[src/rtl/multi_tick_gen.sv]
// -----------------------------------------------------------------------------
// multi_tick_gen
//
// Multi-channel tick generator. Each of the NUM_CH channels is an independent
// prescaler. It has a runtime-programmable terminal count, per-channel run and
// restart controls, and a registered single-cycle tick output. Downstream time
// counters, the stopwatch and the debounce samplers use the ticks as clock
// enables.
//
// Optional feature macro: GEN_ONESHOT_EN
//   When defined, every channel gets a mode bit that is written together with
//   its terminal count. In one-shot mode the channel ticks once, disarms itself
//   on that same edge and stays idle until it is restarted.
//   When undefined, wr_oneshot is ignored and every channel is periodic.
//
// Parameters
//   NUM_CH   number of tick channels (1..16)
//   CNT_W    counter / terminal-count width in bits
//   DEF_TERM terminal count loaded at reset (period = DEF_TERM+1 cycles)
//   CH_W     width of wr_ch, must be >= clog2(NUM_CH), minimum 1
//
// Ports
//   clk         system clock
//   reset       synchronous, active-low reset
//   run         per-channel count enable
//   restart     per-channel synchronous restart (clear counter, re-arm)
//   wr_en       terminal-count write strobe
//   wr_ch       channel targeted by the write
//   wr_data     new terminal count
//   wr_oneshot  mode written with the term (1 = one-shot), macro builds only
//   tick        registered one-cycle pulse per channel period
//   armed       1 while the channel is able to count
// -----------------------------------------------------------------------------
module multi_tick_gen #(
   parameter int NUM_CH   = 4,
   parameter int CNT_W    = 19,
   parameter int DEF_TERM = 499999,
   parameter int CH_W     = 2
) (
   input  logic              clk,
   input  logic              reset,
   input  logic [NUM_CH-1:0] run,
   input  logic [NUM_CH-1:0] restart,
   input  logic              wr_en,
   input  logic [CH_W-1:0]   wr_ch,
   input  logic [CNT_W-1:0]  wr_data,
   input  logic              wr_oneshot,
   output logic [NUM_CH-1:0] tick,
   output logic [NUM_CH-1:0] armed
);

   localparam logic [CNT_W-1:0] DEF_TERM_V = CNT_W'(DEF_TERM);
   localparam logic [CNT_W-1:0] CNT_ONE    = CNT_W'(1);

`ifndef GEN_ONESHOT_EN
   // Without the one-shot feature the mode input has no destination.
   logic unused_wr_oneshot;
   assign unused_wr_oneshot = wr_oneshot;
`endif

   for (genvar i = 0; i < NUM_CH; i++) begin : g_ch
      logic [CNT_W-1:0] cnt;
      logic [CNT_W-1:0] term;
      logic             tick_q;
      logic             armed_q;
      logic             wr_hit;
      logic             at_term;
`ifdef GEN_ONESHOT_EN
      logic             mode;   // 1 = one-shot, 0 = periodic
`endif

      // CH_W is wide enough to hold every channel index, so an exact match on
      // i can only happen for wr_ch < NUM_CH; out-of-range writes hit nobody.
      assign wr_hit  = wr_en && (wr_ch == CH_W'(i));

      // >= instead of == so that a freshly written term smaller than the
      // current count wraps immediately instead of running to 2^CNT_W.
      // The counter only increments while below term, so it never overflows.
      assign at_term = (cnt >= term);

      always_ff @(posedge clk) begin
         if (!reset) begin
            cnt     <= '0;
            term    <= DEF_TERM_V;
            tick_q  <= 1'b0;
            armed_q <= 1'b1;
`ifdef GEN_ONESHOT_EN
            mode    <= 1'b0;
`endif
         end else begin
            if (restart[i]) begin
               cnt     <= '0;
               tick_q  <= 1'b0;
               armed_q <= 1'b1;
            end else if (run[i] && armed_q) begin
               if (at_term) begin
                  cnt    <= '0;
                  tick_q <= 1'b1;
`ifdef GEN_ONESHOT_EN
                  // A one-shot channel disarms on its tick edge; cnt is
                  // already 0 and stays there until the next restart.
                  if (mode) begin
                     armed_q <= 1'b0;
                  end
`endif
               end else begin
                  cnt    <= cnt + CNT_ONE;
                  tick_q <= 1'b0;
               end
            end else begin
               // Stopped or disarmed: counter holds, no tick.
               tick_q <= 1'b0;
            end

            // Terminal-count write is independent of restart/counting: the
            // compare above used the old term, the new one applies from the
            // next edge, and cnt is left alone.
            if (wr_hit) begin
               term <= wr_data;
`ifdef GEN_ONESHOT_EN
               mode <= wr_oneshot;
`endif
            end
         end
      end

      assign tick[i]  = tick_q;
      assign armed[i] = armed_q;
   end

endmodule

[config.mk]
export PLATFORM = sky130hd
export DESIGN_NAME = multi_tick_gen
export DESIGN_NICKNAME = d
export VERILOG_FILES = /design/src/rtl/multi_tick_gen.sv
export SDC_FILE = /design/constraint.sdc
export NUM_CORES = 1
export LEC_CHECK = 0
export CORE_UTILIZATION = 36
export DETAILED_ROUTE_END_ITERATION = 8
export PLACE_DENSITY = 0.5
export SLEW_MARGIN = 10
export SYNTH_ARGS = -nofsm -noshare
export SYNTH_HDL_FRONTEND = slang
export SYNTH_SLANG_ARGS = --single-unit
[constraint.sdc]
create_clock -name clk -period 2.8 [get_ports clk]
set_clock_uncertainty 0.1 [all_clocks]
set_input_delay 0.56 -clock clk [delete_from_list [all_inputs] [get_ports clk]]
set_output_delay 0.56 -clock clk [all_outputs]
set_load 0.05 [all_outputs]
==> results of run 1 <==
## layout by cell type (no fill, tap or decap), types with 2 or more instances in the layout
cell type        count
or3_1                3
buf_4               12
xnor2_1             22
a211o_1              4
nor2b_1              9
a311oi_2             2
nand3_1             36
dfxtp_1            156
a21boi_0             2
a21oi_1             70
nand4_1             25
nand2_1            163
bufinv_16            3
clkbuf_16           17
conb_1               4
o211ai_1            42
a22oi_1              2
and4_1               2
inv_1               83
o21a_1               2
nor4_1               3
xor2_1              44
nor2_1              91
clkbuf_1             2
clkdlybuf4s50_1     34
ha_1                80
and2_1               2
o21ai_0             14
nand2b_1            12
and3_1              18
nor3_1              10
a21o_1               5
clkinv_2             3
clkbuf_8             4
## registers in the layout, summed over array words and instances (netlist names)
name and count:
g_ch.tick_q 4, g_ch.term 76, g_ch.cnt 76
## path summary, 6_finish.rpt
| kind | endpoint | slack [ns] | cells past startpoint |
|---|---|---|---|
| setup / recovery | g_ch[1].cnt[11]$_SDFFE_PP0P_ | 0.31 | 8 |
| hold / removal | g_ch[0].term[12]$_SDFFE_PN0P_ | 0.36 | 2 |
| setup reg to reg | g_ch[1].cnt[11]$_SDFFE_PP0P_ | 0.31 | 8 |
| hold reg to reg | g_ch[0].term[12]$_SDFFE_PN0P_ | 0.36 | 2 |
## routing by layer
| metal | routed length, um | up-vias | global-route usage (%) |
|---|---|---|---|
| met5 | 0 | - | 0 |
| met4 | 153 | 0 | 4.09 |
| met3 | 891 | 13 | 3.27 |
| met2 | 8520 | 77 | 28.6 |
| met1 | 8910 | 2846 | 24.1 |
| li1 | - | 3277 | - |
## final cells by class
cell class	instances	area share (%)
Multi-Input combinational cell	685	47.0
Sequential cell	156	34.2
Clock buffer	23	5.35
Timing Repair Buffer	48	4.99
Tap cell	275	3.77
Inverter	83	3.42
Clock inverter	7	1.23
Antenna cell	1	0.0274
## per-stage QoR
| step | std cells | area, um^2 | worst slack [ns] |
|---|---|---|---|
| after floorplan | 967 | 7920 | 0.599 |
| after global placement | 1247 | 8500 | 0.115 |
| after detailed placement | 1247 | 8500 | 0.0965 |
| after CTS | 1277 | 9100 | 0.237 |
| after global routing | 1277 | 9120 | 0.0207 |
| final | 1278 | 9120 | 0.306 |
## critical path: cells and delay by family, from the launching register on
kind / cells / cell delay [ns]
AO/OA/AOI/OAI: 2 / 0.71
AND/OR/NAND/NOR: 4 / 0.86
adder cells (fa/ha/maj): 1 / 0.31
buffers and inverters: 1 / 0.05
flip-flops: 1 / 0.31
## logic make-up after synthesis
logic type | Yosys count | share of synthesized area, %
buffers and inverters | 126 | 6.80
AND/OR/NAND/NOR | 384 | 21.9
multiplexers | 1 | 0.127
flip-flops | 156 | 39.5
XOR/XNOR | 66 | 7.31
AO/OA/AOI/OAI | 150 | 11.7
other | 1 | 0.0474
adder cells (fa/ha/maj) | 80 | 12.7
## power by group through the flow
stage               Sequential [mW]  Clock [mW]  Combinational [mW]
floorplan                      2.33           0               0.205
global placement               2.34           0               0.332
detailed placement             2.34           0               0.337
CTS                            2.29        2.44               0.338
global route                   2.30        2.54               0.374
finish                         2.29        2.38               0.332
==> metrics.yaml, run 1 <==
status:
  outcome: "complete, no violations"
critical_path:
  required_ns: 2.99
  endpoint_kind_of_the_worst_setup_timing_path: "register"
  worst-setup-path-type: "reg -> reg"
  cp_data_arrival_time_ns: 2.68
  critical_path.cell_chain: "inv_1 -> ha_1 -> nand4_1 -> nor4_1 -> a22oi_1 -> nand3_1 -> a211o_1 -> nor2_1"
  slowest_stage: "a211o_1"
  cp_slowest_stage_delay_ns: 0.50
  crit_path_start_kind: "register"
  worst-path-max-fanout: 16
  r2r_start: "g_ch[1].term[17]$_SDFFE_PN1P_"
  setup.worst_path.start: "g_ch[1].term[17]$_SDFFE_PN1P_"
synth:
  synth.area.top_cells: "dfxtp_1 (39%), ha_1 (13%), nand2_1 (7.7%)"
  ys_async_sr_fraction_pct: 0
  post-synth-top-count-cell: "nand2_1"
  synth_top_cell_area_share_pct: 39.5
  yosysTopAreaCell: "dfxtp_1"
  share_of_synthesized_area_occupied_by_flip_flops_and_latches_pct: 39.5
  yosys_most_used_dff: "dfxtp_1"
  average_size_of_a_mapped_cell_um2: 8.21
  yosys_register_bits: 156
  ys_warn_count: 0
  number_of_enable_type_register_cells_in_the_synthesized_netlist: 0
  syn-instance-count: 964
  synth.distinct_cells: 50
  ys_top_cells_by_count: "nand2_1 (163), dfxtp_1 (156), nor2_1 (92)"
  netlist_area_um2: 7910
placed_design:
  buffer_ports.inserted: 35
  place.gp.congestion: 0.769
  hpwl_detailed_um: 13500
job:
  max_cap_violations: 0
floorplan:
  io_pins: 41
  core-area_um2: 21300
  start_util_pct: 37.2
  row_cnt: 53
  die_width_um: 150
  die_height_um: 150
  die_area_um2: 22600
final_layout:
  final_net_count: 1104
  proportion_of_layout_cells_with_a_drive_suffix_above_1_pct: 4.99
  syn_to_final_growth_pct: 15.3
  post-route-util_pct: 42.8
  multi_input_comb_area_um2: 4280
  num-fill-cells: 2145
  ff_latch_area_um2: 3120
sta:
  hold-worst-slack_ns: 0.356
  setup-tns-final_ns: 0
  max_freq_ghz: 0.401
  setup_viol: 0
  timing_hold_violations_final: 0
  post-route-min-period_ns: 2.49
  maxSlewHeadroom_pct: 62.1
  report.final.slew_viol_count: 0
  layout_worst_path_cycle_share_pct: 89.1
  rsz_0062_raised_after_global_routing: "no"
  worst-slew-pin-transition_ns: 0.569
clocking:
  post-cts-setup-buffers: 0
  root_buffer: "clkbuf_16"
  cts.clk_slew.worst_paths_ns: 0.06
  clock_path_buffers: 2
  tritoncts: "yes"
  clock_tree.htree_level_count: 4
  clk_latency_ns: 0.42
  cts.sinks: 156
  cts-resized-gates: 0
  numCtsBuffers: 17
  hold_bufs_at_cts: 0
routing:
  drt_first_iter_violations: 268
  route.vias.total: 6213
  final_antenna_net_count: 0
  routed_wirelength_um: 18500
  drc: 0
  drt-pass1-iter-count: 4
  average_wire_per_cell_in_the_routed_design_um: 14.5
  vias_per_cell: 4.86
min_path:
  holdCritPathClass: "reg -> reg"
  worstHoldStart: "g_ch[0].term[12]$_SDFFE_PN0P_"
power_and_ir_drop:
  int_pwr_mw: 3.88
  power.share.sequential_pct: 45.8
  pwr-share-clk_pct: 47.6
  power.static_leakage_nw: 3.82
  power_switching_share_pct: 22.5
  power_density_nw_per_um2: 549
  share_comb_of_total_power_pct: 6.6
  p_sw_mw: 1.12
  post-layout-total-power_mw: 5.00
  worst_ir_drop_vdd_mv: 0.313
global_routing:
  grtUsageTotal_pct: 17.6
  grt_overflow: 0
  grt_first_pass_wirelength_um: 30400
  maximum_number_of_pins_on_one_net_before_global_route_repair: 30
  grt_pass1_vias: 5798
  initial_antenna_violation_count: 0
(Power assumes the default switching activity.)
==> run 2, diff against run 1 <==
- DONT_BUFFER_PORTS: default -> 1
- PLACE_DENSITY: 0.5 -> 0.48
- SLEW_MARGIN: 10 -> 20
==> metrics.yaml, run 2 (synthesized netlist as in run 1, its figures left out) <==
sta:
  worst-slew-pin-transition_ns: 0.579  # +0.00960 ns
  timing_hold_violations_final: 0  # unchanged
  maxSlewHeadroom_pct: 61.4  # -0.64 points
  setup-tns-final_ns: 0  # unchanged
  max_freq_ghz: 0.401  # about the same
  layout_worst_path_cycle_share_pct: 89.1  # about the same
  hold-worst-slack_ns: 0.109  # -0.247 ns
  post-route-min-period_ns: 2.50  # +0.000706 ns
  setup_viol: 0  # unchanged
  report.final.slew_viol_count: 0  # unchanged
  rsz_0062_raised_after_global_routing: "no"
global_routing:
  initial_antenna_violation_count: 0  # unchanged
  grt_first_pass_wirelength_um: 29800  # -2.0%
  maximum_number_of_pins_on_one_net_before_global_route_repair: 48  # +60%
  grtUsageTotal_pct: 17.3  # -0.32 points
  grt_overflow: 0  # unchanged
  grt_pass1_vias: 5760  # -0.66%
placed_design:
  hpwl_detailed_um: 13100  # -2.8%
  place.gp.congestion: 0.734  # -4.5%
  buffer_ports.inserted: 0  # -100%
final_layout:
  mostFrequentLayoutCell: "nand2_1"
  largest_registers: "g_ch.cnt x76, g_ch.term x76, g_ch.tick_q x4"
  final_net_count: 1065  # -3.5%
  antennaDiodeCount: 0  # -1
  num-fill-cells: 2187  # +2.0%
  proportion_of_layout_cells_with_a_drive_suffix_above_1_pct: 4.25  # -0.74 points
  layout.cells.most_common_list: "nand2_1 (163), dfxtp_1 (156), nor2_1 (91), inv_1 (83), ha_1 (80)"
  syn_to_final_growth_pct: 10.3
critical_path:
  setup.worst_path.start: "g_ch[1].cnt[17]$_SDFFE_PP0P_"
  critical_path.top_delay_family: "compound AO/OA/AOI/OAI gates"
  endpoint_kind_of_the_worst_setup_timing_path: "register"
  slowest_stage: "a211o_1"
  cp_slowest_stage_delay_ns: 0.55  # +0.05 ns
  required_ns: 3.06  # +0.07 ns
  cp_data_arrival_time_ns: 2.75  # +0.07 ns
  worst-path-max-fanout: 16  # unchanged
  worst-setup-path-type: "reg -> reg"
  critical_path.cell_chain: "ha_1 -> a21oi_1 -> a21boi_0 -> a311oi_1 -> nand3_1 -> a211o_1 -> nor2_1"
  r2r_start: "g_ch[1].cnt[17]$_SDFFE_PP0P_"
  count_of_buffering_cells_on_the_critical_path_with_inverters_included: 0  # -1
  crit_path_start_kind: "register"
routing:
  route.vias.total: 6011  # -3.3%
  met3_wirelength_um: 650  # -27%
  wirelength_met1_um: 9110  # +2.2%
  top_routing_layer_in_use: "met4"
  drt_first_iter_violations: 248  # -7.5%
  routed_wirelength_um: 18100  # -1.9%
  vias_per_cell: 4.85  # -0.21%
  met2RoutedLength_um: 8220  # -3.5%
  drt-pass1-iter-count: 5  # +1
  drc: 0  # unchanged
  final_antenna_net_count: 0  # unchanged
  average_wire_per_cell_in_the_routed_design_um: 14.6  # +1.2%
clocking:
  post-cts-setup-buffers: 0  # unchanged
  cts.sinks: 156  # unchanged
  clock_path_buffers: 2  # unchanged
  clk_latency_ns: 0.42  # about the same
  cts.clk_slew.worst_paths_ns: 0.06  # about the same
  tritoncts: "yes"
  clock_tree.htree_level_count: 4  # unchanged
  numCtsBuffers: 17  # unchanged
  root_buffer: "clkbuf_16"
  cts-resized-gates: 0  # unchanged
  hold_bufs_at_cts: 0  # unchanged
power_and_ir_drop:
  p_sw_mw: 1.07  # -4.4%
  pwr-share-clk_pct: 49.3  # +1.7 points
  power_density_nw_per_um2: 569  # +3.7%
  int_pwr_mw: 3.89  # +0.21%
  share_comb_of_total_power_pct: 4.5  # -2.1 points
  power_switching_share_pct: 21.6  # -0.80 points
  post-layout-total-power_mw: 4.96  # -0.81%
  worst_ir_drop_vdd_mv: 0.329  # +5.3%
  power.share.sequential_pct: 46.2  # +0.4 points
  power.static_leakage_nw: 3.66  # -4.3%
floorplan:
  io_pins: 41  # unchanged
  die_width_um: 150  # unchanged
  start_util_pct: 37.2  # unchanged
  core-area_um2: 21300  # unchanged
  die_area_um2: 22600  # unchanged
  row_cnt: 53  # unchanged
  die_height_um: 150  # unchanged
min_path:
  worstHoldStart: "restart[3]"
  holdCritPathClass: "in -> reg"
job:
  max_cap_violations: 0  # unchanged
status:
  outcome: "complete, no violations"
run 2: changes by cell type in the layout (fill, tap and decap cells not counted), sizes merged:
cell / delta
diode: -1
clkinv: -1
clkbuf: +1
bufinv: +1
buf: -5
clkdlybuf4s50: -34
run 2: path summary, 6_finish.rpt:
| path | endpoint | slack [ns] | depth (start not counted) |
|---|---|---|---|
| min | g_ch[3].tick_q$_SDFF_PP0_ | 0.11 | 1 |
| min reg2reg | g_ch[3].term[14]$_SDFFE_PN0P_ | 0.35 | 2 |
| max reg2reg | g_ch[1].cnt[6]$_SDFFE_PP0P_ | 0.30 | 7 |
| max | g_ch[1].cnt[6]$_SDFFE_PP0P_ | 0.30 | 7 |
run 2: metrics by stage:
stage / worst slack, ns / cells / util (%) / cell area (um^2)
after floorplan: 0.599 / 967 / - / 7920
after global placement: 0.368 / 1208 / 38.1 / 8120
after detailed placement: 0.342 / 1208 / 38.1 / 8120
after CTS: 0.327 / 1239 / 41.0 / 8730
after global routing: 0.0658 / 1239 / 41.0 / 8730
final: 0.305 / 1239 / 41.0 / 8730
run 2: per-layer routing:
metal / vias to the layer above / GRT usage, %
li1: 3201 / -
met1: 2731 / 22.8
met2: 69 / 28.0
met3: 10 / 4.03
met4: 0 / 5.00
met5: - / 0
run 2: cell type report:
type                            instances  area (um^2)  area share (%)
Multi-Input combinational cell        685         4270            48.9
Sequential cell                       156         3120            35.8
Tap cell                              275          344            3.94
Timing Repair Buffer                    9         67.6           0.774
Clock buffer                           24          472            5.41
Clock inverter                          7          138            1.58
Inverter                               83          312            3.57
run 2: power by group through the flow:
stage               clock network [mW]  logic, mW  registers, mW
floorplan                            0      0.205           2.33
global placement                     0      0.226           2.34
detailed placement                   0      0.228           2.34
CTS                               2.51      0.230           2.29
global route                      2.60      0.264           2.30
finish                            2.45      0.226           2.29
==> run 3, diff against run 2 <==
- DONT_BUFFER_PORTS: 1 -> default
- PLACE_DENSITY: 0.48 -> 0.5
==> results of run 3 <==
The final DEF is identical to that of run 1; final timing and power are the same.
